[config.mk]
export PLATFORM = sky130hd
export DESIGN_NAME = sram_arbiter
export DESIGN_NICKNAME = d
export VERILOG_FILES = /design/src/rtl/sram_arbiter.sv
export SDC_FILE = /design/constraint.sdc
export NUM_CORES = 1
export LEC_CHECK = 0
export BUFFER_PORTS_ARGS = -buffer_cell sky130_fd_sc_hd__buf_2
export CAP_MARGIN = 5
export CORE_ASPECT_RATIO = 1.4
export CORE_MARGIN = 2
export CORE_UTILIZATION = 30
export CTS_BUF_LIST = sky130_fd_sc_hd__clkbuf_16
export DETAILED_ROUTE_END_ITERATION = 6
export PLACE_DENSITY_LB_ADDON = 0.08
export SLEW_MARGIN = 20
export SYNTH_ARGS = -nofsm -noshare
export SYNTH_HDL_FRONTEND = slang
export SYNTH_SLANG_ARGS = --single-unit
[constraint.sdc]
create_clock -name clk -period 5.5 [get_ports clk]
set_input_delay 0.825 -clock clk [delete_from_list [all_inputs] [get_ports clk]]
set_output_delay 0.825 -clock clk [all_outputs]
set_load 0.02 [all_outputs]
[src/rtl/sram_arbiter.sv]
// sram_arbiter
//   Two-port arbiter and cycle sequencer for a 256K x 16 asynchronous SRAM.
//   Port A (host path) has priority. Port B (secondary requester) is forced
//   through after MAX_HOLD consecutive A grants made while B was waiting.
//   Each access runs IDLE -> SETUP -> ACCESS (ACCESS_CYCLES) -> DONE -> IDLE.
//   Every SRAM pin and every handshake output is registered.
//
// Ports
//   clk, reset            system clock, asynchronous active-low reset
//   {a,b}_req/we/addr/wdata/be   level-sensitive request and its fields
//   {a,b}_ack             one-cycle completion pulse (DONE cycle)
//   {a,b}_rdata           per-port read data, held until that port's next read
//   sram_addr/dout/din/dout_en   SRAM address and data pins
//   ram_cs_n/oe_n/we_n/lb_n/ub_n SRAM strobes, active-low
//   o_state               debug: [1:0] FSM state, [2] current owner (1 = B)

// Per-port response slice: ack pulse and the read data holding register.
module sram_arbiter_port (
  input  logic        clk,
  input  logic        reset,
  input  logic        ack_set,
  input  logic        rd_cap,
  input  logic [15:0] din,
  output logic        ack,
  output logic [15:0] rdata
);
  always_ff @(posedge clk or negedge reset) begin
    if (!reset) begin
      ack   <= 1'b0;
      rdata <= '0;
    end else begin
      ack <= ack_set;
      if (rd_cap) rdata <= din;
    end
  end
endmodule

module sram_arbiter #(
  parameter int unsigned ACCESS_CYCLES = 2,
  parameter int unsigned MAX_HOLD      = 4
) (
  input  logic        clk,
  input  logic        reset,
  input  logic        a_req,
  input  logic        a_we,
  input  logic [17:0] a_addr,
  input  logic [15:0] a_wdata,
  input  logic [1:0]  a_be,
  output logic        a_ack,
  output logic [15:0] a_rdata,
  input  logic        b_req,
  input  logic        b_we,
  input  logic [17:0] b_addr,
  input  logic [15:0] b_wdata,
  input  logic [1:0]  b_be,
  output logic        b_ack,
  output logic [15:0] b_rdata,
  output logic [17:0] sram_addr,
  output logic [15:0] sram_dout,
  input  logic [15:0] sram_din,
  output logic        sram_dout_en,
  output logic        ram_cs_n,
  output logic        ram_oe_n,
  output logic        ram_we_n,
  output logic        ram_lb_n,
  output logic        ram_ub_n,
  output logic [2:0]  o_state
);

  localparam int unsigned NUM_PORTS = 2;
  localparam logic [3:0]  CNT_LOAD  = 4'(ACCESS_CYCLES - 1);
  localparam logic [3:0]  HOLD      = 4'(MAX_HOLD);

  typedef enum logic [1:0] {
    IDLE   = 2'd0,
    SETUP  = 2'd1,
    ACCESS = 2'd2,
    DONE   = 2'd3
  } state_t;

  typedef struct packed {
    logic        we;
    logic [17:0] addr;
    logic [15:0] wdata;
    logic [1:0]  be;
  } req_t;

  state_t state;
  logic   owner;      // 0 = A, 1 = B
  logic   lat_we;     // latched direction; addr/wdata/be live in the pin registers
  logic [3:0] cnt;    // ACCESS down-counter
  logic [3:0] streak; // A grants made while B waited

  req_t req_a, req_b, sel;
  logic pick_b;
  logic last_access;
  logic [NUM_PORTS-1:0]       ack_set, rd_cap, ack_q;
  logic [NUM_PORTS-1:0][15:0] rdata_q;

  assign req_a = '{we: a_we, addr: a_addr, wdata: a_wdata, be: a_be};
  assign req_b = '{we: b_we, addr: b_addr, wdata: b_wdata, be: b_be};

  // B wins when alone, or when A has used up its priority streak.
  assign pick_b = b_req && (!a_req || (streak == HOLD));
  assign sel    = pick_b ? req_b : req_a;

  assign last_access = (state == ACCESS) && (cnt == 4'd0);

  // Ack and read capture happen on the edge leaving the last ACCESS cycle,
  // while OE is still low, so rdata is valid alongside ack in DONE.
  always_comb begin
    ack_set = '0;
    rd_cap  = '0;
    if (last_access) begin
      ack_set[owner] = 1'b1;
      rd_cap[owner]  = !lat_we;
    end
  end

  genvar p;
  generate
    for (p = 0; p < NUM_PORTS; p++) begin : g_port
      sram_arbiter_port u_port (
        .clk     (clk),
        .reset   (reset),
        .ack_set (ack_set[p]),
        .rd_cap  (rd_cap[p]),
        .din     (sram_din),
        .ack     (ack_q[p]),
        .rdata   (rdata_q[p])
      );
    end
  endgenerate

  assign a_ack   = ack_q[0];
  assign b_ack   = ack_q[1];
  assign a_rdata = rdata_q[0];
  assign b_rdata = rdata_q[1];

  // Outputs are assigned on the edge entering the state they belong to.
  always_ff @(posedge clk or negedge reset) begin
    if (!reset) begin
      state        <= IDLE;
      owner        <= 1'b0;
      lat_we       <= 1'b0;
      cnt          <= '0;
      streak       <= '0;
      sram_addr    <= '0;
      sram_dout    <= '0;
      sram_dout_en <= 1'b0;
      ram_cs_n     <= 1'b1;
      ram_oe_n     <= 1'b1;
      ram_we_n     <= 1'b1;
      ram_lb_n     <= 1'b1;
      ram_ub_n     <= 1'b1;
      o_state      <= 3'd0;
    end else begin
      case (state)
        IDLE: begin
          if (a_req || b_req) begin
            state     <= SETUP;
            owner     <= pick_b;
            lat_we    <= sel.we;
            sram_addr <= sel.addr;
            ram_cs_n  <= 1'b0;
            ram_we_n  <= 1'b1;
            o_state   <= {pick_b, SETUP};
            if (sel.we) begin
              sram_dout    <= sel.wdata;
              sram_dout_en <= 1'b1;
              ram_oe_n     <= 1'b1;
              ram_lb_n     <= ~sel.be[0];
              ram_ub_n     <= ~sel.be[1];
            end else begin
              sram_dout_en <= 1'b0;
              ram_oe_n     <= 1'b0;
              ram_lb_n     <= 1'b0;
              ram_ub_n     <= 1'b0;
            end
            if (pick_b)
              streak <= '0;
            else if (!b_req)
              streak <= '0;
            else if (streak != HOLD)
              streak <= streak + 4'd1;
          end else begin
            // b_req is low here, so the streak is over.
            streak       <= '0;
            sram_dout_en <= 1'b0;
            ram_cs_n     <= 1'b1;
            ram_oe_n     <= 1'b1;
            ram_we_n     <= 1'b1;
            ram_lb_n     <= 1'b1;
            ram_ub_n     <= 1'b1;
            o_state      <= {owner, IDLE};
          end
        end

        SETUP: begin
          state   <= ACCESS;
          cnt     <= CNT_LOAD;
          o_state <= {owner, ACCESS};
          // Data and address already settled for a full cycle before WE falls.
          if (lat_we) ram_we_n <= 1'b0;
        end

        ACCESS: begin
          if (cnt == 4'd0) begin
            state    <= DONE;
            ram_cs_n <= 1'b1;
            ram_oe_n <= 1'b1;
            ram_we_n <= 1'b1;
            o_state  <= {owner, DONE};
          end else begin
            cnt <= cnt - 4'd1;
          end
        end

        DONE: begin
          // Data drivers, address and lanes were held through DONE as the
          // write hold margin; release them now.
          state        <= IDLE;
          sram_dout_en <= 1'b0;
          ram_lb_n     <= 1'b1;
          ram_ub_n     <= 1'b1;
          o_state      <= {owner, IDLE};
        end

        default: begin
          state   <= IDLE;
          o_state <= 3'd0;
        end
      endcase
    end
  end

endmodule

==> Word-level counts from Yosys, hierarchy flattened <==
Index checks and enable logic that the tools add are counted.
{ "word_totals": {"output_inout_bits": 77, "ff_bits": 89, "inputBits": 94} }
{ "classes": {"n_eq_ne": 10, "n_lt_le_gt_ge": 2, "n_reduce_logical": 20, "n_bitwise": 3, "mux": 33, "addsub": 2} }
{ "ops": {"columns": ["operator", "n"], "rows": [
  ["2-to-1 mux 37 bit", 1],
  ["2-to-1 mux 4 bit", 5],
  ["case mux 3 bit (4 select lines)", 1],
  ["2-to-1 mux 1 bit", 11],
  ["case mux 1 bit (2 select lines)", 5],
  ["AND reduction 2 bit", 5],
  ["2-to-1 mux 2 bit", 4],
  ["!= test 4 x 3 -> 1 bit (second input constant)", 2],
  ["case mux 2 bit (4 select lines)", 1],
  ["case mux 4 bit (2 select lines)", 1],
  ["2-to-1 mux 3 bit", 2],
  ["!= test 2 bit (second input constant)", 3],
  ["AND reduction 3 bit", 2],
  ["nonzero test 2 bit", 3],
  ["adder 4 x 1 -> 4 bit (second input constant)", 1],
  ["equality test 2 bit (second input constant)", 2],
  ["equality test 4 x 3 -> 1 bit (second input constant)", 1],
  ["zero test 4 bit", 1],
  ["subtractor 4 x 1 -> 4 bit (second input constant)", 1],
  ["logical AND 1 bit", 3],
  ["case mux 1 bit (3 select lines)", 1],
  ["nonzero test 3 bit", 1],
  ["bitwise AND 2 bit", 1],
  ["equality test 2 x 1 -> 1 bit (second input constant)", 1],
  ["8 further kinds", 11]
]} }

==> Logic depth before layout (Yosys ltp) <==
{ "depth": {"depth_word": 8, "depth_mapped": 8, "depth_no_buf": 6} }

==> By module <==
From an unflattened synthesis, not the netlist that was laid out.
{ "hier_totals": {"hier_cells": 395, "area_unflattened_um2": 4453.0} }
{ "modules_own_cells": {"columns": ["module", "cells_each", "instances", "area_per_inst_um2", "seq_area_each_um2"], "rows": [
  ["sram_arbiter", 325, 1, 3104.2, 1382.6],
  ["sram_arbiter_port", 35, 2, 674.4, 425.4]
]} }

==> Worst setup path after synthesis <==
Ideal clock, no wire load.
{ "synth_path": {"path_kind": "input-to-reg", "start": "in a_req", "end": "reg sram_dout[10]", "path_stages": 7, "setup_ns": 0.124, "setup_slack_ns": 3.385, "arrival_ns": 1.991, "required_ns": 5.376, "cell_sequence": "clkbuf_1 -> nor2b_1 -> o211ai_2 -> and2_1 -> buf_2 -> buf_2 -> a21oi_1"} }
{ "synth_via": {"elab_chain_cells": 5, "word_cells_on_any_way": 6, "cone_classes": "mux: 1; reduce/logical: 5"} }
{ "synth_lines": {"columns": ["element", "line", "text"], "rows": [
  ["from (decl)", "44", "input logic a_req,"],
  ["zero test 1 bit", "104", "assign pick_b = b_req && (!a_req || (streak == HOLD));"],
  ["logical OR 1 bit", "104", null],
  ["logical AND 1 bit", "104", null],
  ["2-to-1 mux 37 bit", "105", "assign sel = pick_b ? req_b : req_a;"],
  ["AND reduction 3 bit (no line)", null, null],
  ["to (signal assigned)", "169", "sram_dout <= sel.wdata;"],
  ["to (decl)", "59", "output logic [15:0] sram_dout,"]
]} }
Parallel ways exist; a longest one is shown, timed or not.
A chain may end at the register's enable or synchronous reset.

==> Worst setup path in the final report <==
{ "layout_path": {"start": "reg state[0]", "end": "reg sram_dout[11]"} }
{ "layout_via": {"elab_chain_cells": 2} }
{ "layout_lines": {"columns": ["element", "line", "text"], "rows": [
  ["from (decl)", "88", "state_t state;"],
  ["from (signal assigned)", "143", "state <= IDLE;"],
  ["from (signal assigned)", "161", "state <= SETUP;"],
  ["from (signal assigned)", "200", "state <= ACCESS;"],
  ["zero test 2 bit", "158", "case (state)"],
  ["AND reduction 3 bit (no line)", null, null]
]} }
Every way passes these cells.

==> metrics.md <==
| Metric | Value |
|---|---|
| Yosys cell types | 47 |
| Clock latency on the worst-skew pair | 0.33 ns |
| Leakage power | 2.626 nW |
| DRC viols | 0 |
| CP Data Arrival Time | 3.40 ns |
| Slowest-stage cell, CP | o21a_1 |
| Setup CP Type | flop to flop |
| FP Rows | 49 |
| Gr ovfl total | 0 |
| Critical path required time | 5.75 ns |
| Initial Util | 0.3070 |
| Buffers on Ports | 170 |
| Worst Max-Slew Pin Slew | 0.9112 ns |
| R2r worst-path depth | 6 |
| GR Util All Layers | 0.1432 |
| Final WL | 10260 um |
| Vias in the first global route | 3403 |
| Syn Area/Cell | 11.01 um2 |
| Antenna viol nets, final | 0 |
| Final core utilization | 0.4051 |
| Commonest non-fill, non-tap cell in the layout | buf_2 |
| Clk_skew | 0.006329 ns |
| EDFF count, synth | 0 |
| Worst VDD drop | 0.0001927 V |
| Post-cts sizing count | 0 |
| Drt pass-1 iters | 4 |
| Final hold violations | 0 |
| Yosys reg bits | 89 |
| Pwr Density | 609.3 nW/um2 |
| Cells after Synth | 359 |
| Yosys Warn Count | 0 |
| RSZ-0062 raised after global routing | no |
| Sequential share of the synthesized area | 0.5651 |
| DP HPWL | 7319 um |
| Most used DFF post-synth | dfrtp_1 |
| Setup TNS Final | 0 ns |
| Number of hold buffers added after CTS | 0 |
| Die Area | 14120 um2 |
| Worst-path clk slew | 0.06 ns |
| Fin crit share | 0.5727 |
| DR vias | 3278 |
| Clk root buf | clkbuf_16 |
| Hold crit path type | input pin to async pin |
| Ant. Diodes | 0 |
| H-tree Lvls | 3 |
| Worst r2r src | state[0]$_DFFE_PN0P_ |
| Relative slew slack | 0.3926 |
| Gpl congestion | 0.7102 |
| Endpoints failing setup | 0 |
| Reg-to-reg slack, setup | 2.35 ns |
| Crit-path max FO | 21 |
| MaxCap Viol Count | 0 |
| Syn nets | 461 |
| Initial antenna violation count | 0 |
| Wire length per cell | 15.08 um |
| Worst setup SP type | flop |
| Core Footprint | 12870 um2 |
| CP Capture Type | flop |
| First-pass GRT wire length | 16110 um |
| Fill cell count | 1296 |
| Worst path bufs/invs | 1 |
| Die Y | 139.8 um |
| Reg-to-Reg End | sram_dout[11]$_DFFE_PN0P_ |
| Syn Std Cell Area | 3953 um2 |
| Share of layout cells above drive strength 1 | 0.4402 |
| CP Cell Sequence | inv_1 > ha_1 > o21a_1 > o211ai_2 > and2_1 > a21oi_1 |
| Max Clk Rate | 317.5 MHz |
| Nets | 625 |
| Status | complete, no violations |
| Total CTS buffers | 9 |
| Area Overhead vs Synth | 31.94% |
| Clock buffer depth | 2 |
| Largest net degree at the start of global routing | 68 |
| DRT iter0 DRCs | 70 |
| WP depth | 6 |
| Most frequent cells in the layout | buf_2 (169), dfrtp_1 (84), a21oi_1 (57) |
| Tmin final | 3.150 ns |
| Drt via density | 4.821 |
| CTS tree | built |
| Die width | 101.0 um |
| Clk sinks | 89 |
| Slew Limit Fails | 0 |
| Num ports | 171 |
| Setup Fix Bufs, Post-CTS | 0 |
| Share of flip-flops with an asynchronous set or reset | 1.000 |
| CP max stage delay | 0.76 ns |
| Crit. Startpoint | state[0]$_DFFE_PN0P_ |
| Family with the most delay on the worst path | compound AO/OA/AOI/OAI gates |
[where the power goes]
part	internal [mW]	total (mW)	switching, mW
registers	0.979	1.15	0.170
logic	0.569	1.42	0.852
clock network	0.351	0.607	0.257
[worst max path at each step]
stage / endpoint / slack (ns)
2_1_floorplan: sram_dout[10]$_DFFE_PN0P_ / 3.39
3_3_place_gp: sram_dout[6]$_DFFE_PN0P_ / 2.39
3_5_place_dp: sram_dout[11]$_DFFE_PN0P_ / 2.28
4_1_cts: sram_dout[11]$_DFFE_PN0P_ / 2.28
5_1_grt: sram_dout[11]$_DFFE_PN0P_ / 2.07
6_report: sram_dout[11]$_DFFE_PN0P_ / 2.35
[cells by family (layout without fill, tap and decap cells)]
kind of cell | Yosys count | in the layout | share of synthesized area
fa+ha+maj | 8 | 8 | 0.02533
compound gates | 104 | 104 | 0.1554
flops | 89 | 89 | 0.5651
mux | 34 | 34 | 0.1060
simple gates | 79 | 79 | 0.09782
buf+inv | 45 | 213 | 0.05033
[cells in the mapped netlist (all sizes together) (2+ instances only)]
cell type | number | area share
a31oi | 2 | 0.0032
nand4b | 2 | 0.0044
ha | 8 | 0.025
o22ai | 17 | 0.027
nand3b | 2 | 0.0038
nand2 | 30 | 0.029
dfrtp | 84 | 0.53
nand3 | 2 | 0.0025
o22a | 2 | 0.0044
o21ai | 8 | 0.010
nor2 | 23 | 0.022
nor3b | 2 | 0.0066
inv | 25 | 0.024
mux2 | 33 | 0.10
a21oi | 57 | 0.072
buf | 7 | 0.014
o211ai | 2 | 0.0051
o31ai | 3 | 0.0057
nand2b | 4 | 0.0063
nand4 | 2 | 0.0032
dfstp | 5 | 0.033
clkbuf | 13 | 0.012
or3 | 3 | 0.0047
a21o | 3 | 0.0057
nor2b | 4 | 0.0063
[cell type report]
cell class	instances	area [um2]	share of cell area
Timing Repair Buffer	173	875.8	0.1679
Sequential cell	89	2233	0.4283
Multi-Input combinational cell	225	1526	0.2927
Clock inverter	6	68.82	0.01320
Inverter	25	93.84	0.01799
Tap cell	153	191.4	0.03671
Clock buffer	9	225.2	0.04319
[flip-flops by register name, summed over array words and instances, names as in the netlist]
| name | flops |
|---|---|
| g_port.u_port.rdata | 32 |
| sram_addr | 18 |
| sram_dout | 16 |
| cnt | 4 |
| streak | 4 |
| o_state | 3 |
| g_port.u_port.ack | 2 |
| state | 2 |
| lat_we | 1 |
| owner | 1 |
| ram_cs_n | 1 |
| ram_lb_n | 1 |
| ram_oe_n | 1 |
| ram_ub_n | 1 |
| ram_we_n | 1 |
| sram_dout_en | 1 |
[routing by layer]
layer,vias up,track usage,share of wire
met4,0,0.05405,0.015
met2,126,0.2428,0.49
met1,1565,0.1749,0.42
met3,10,0.03315,0.073
li1,1577,-,-
met5,-,0,0
[stage by stage]
| step | worst slack, ns | area [um2] | instances | hold WS [ns] | power, mW |
|---|---|---|---|---|---|
| after floorplan | 3.385 | 3953 | 359 | 0.4493 | 2.112 |
| final | 2.350 | 5215 | 680 | 0.3718 | 3.177 |
| after global routing | 2.073 | 5215 | 680 | 0.3907 | 3.419 |
| after global placement | 2.385 | 4921 | 665 | 0.4535 | 2.583 |
| after detailed placement | 2.284 | 4921 | 665 | 0.4663 | 2.603 |
| after CTS | 2.282 | 5215 | 680 | 0.3704 | 3.231 |
(Power assumes the default switching activity.)
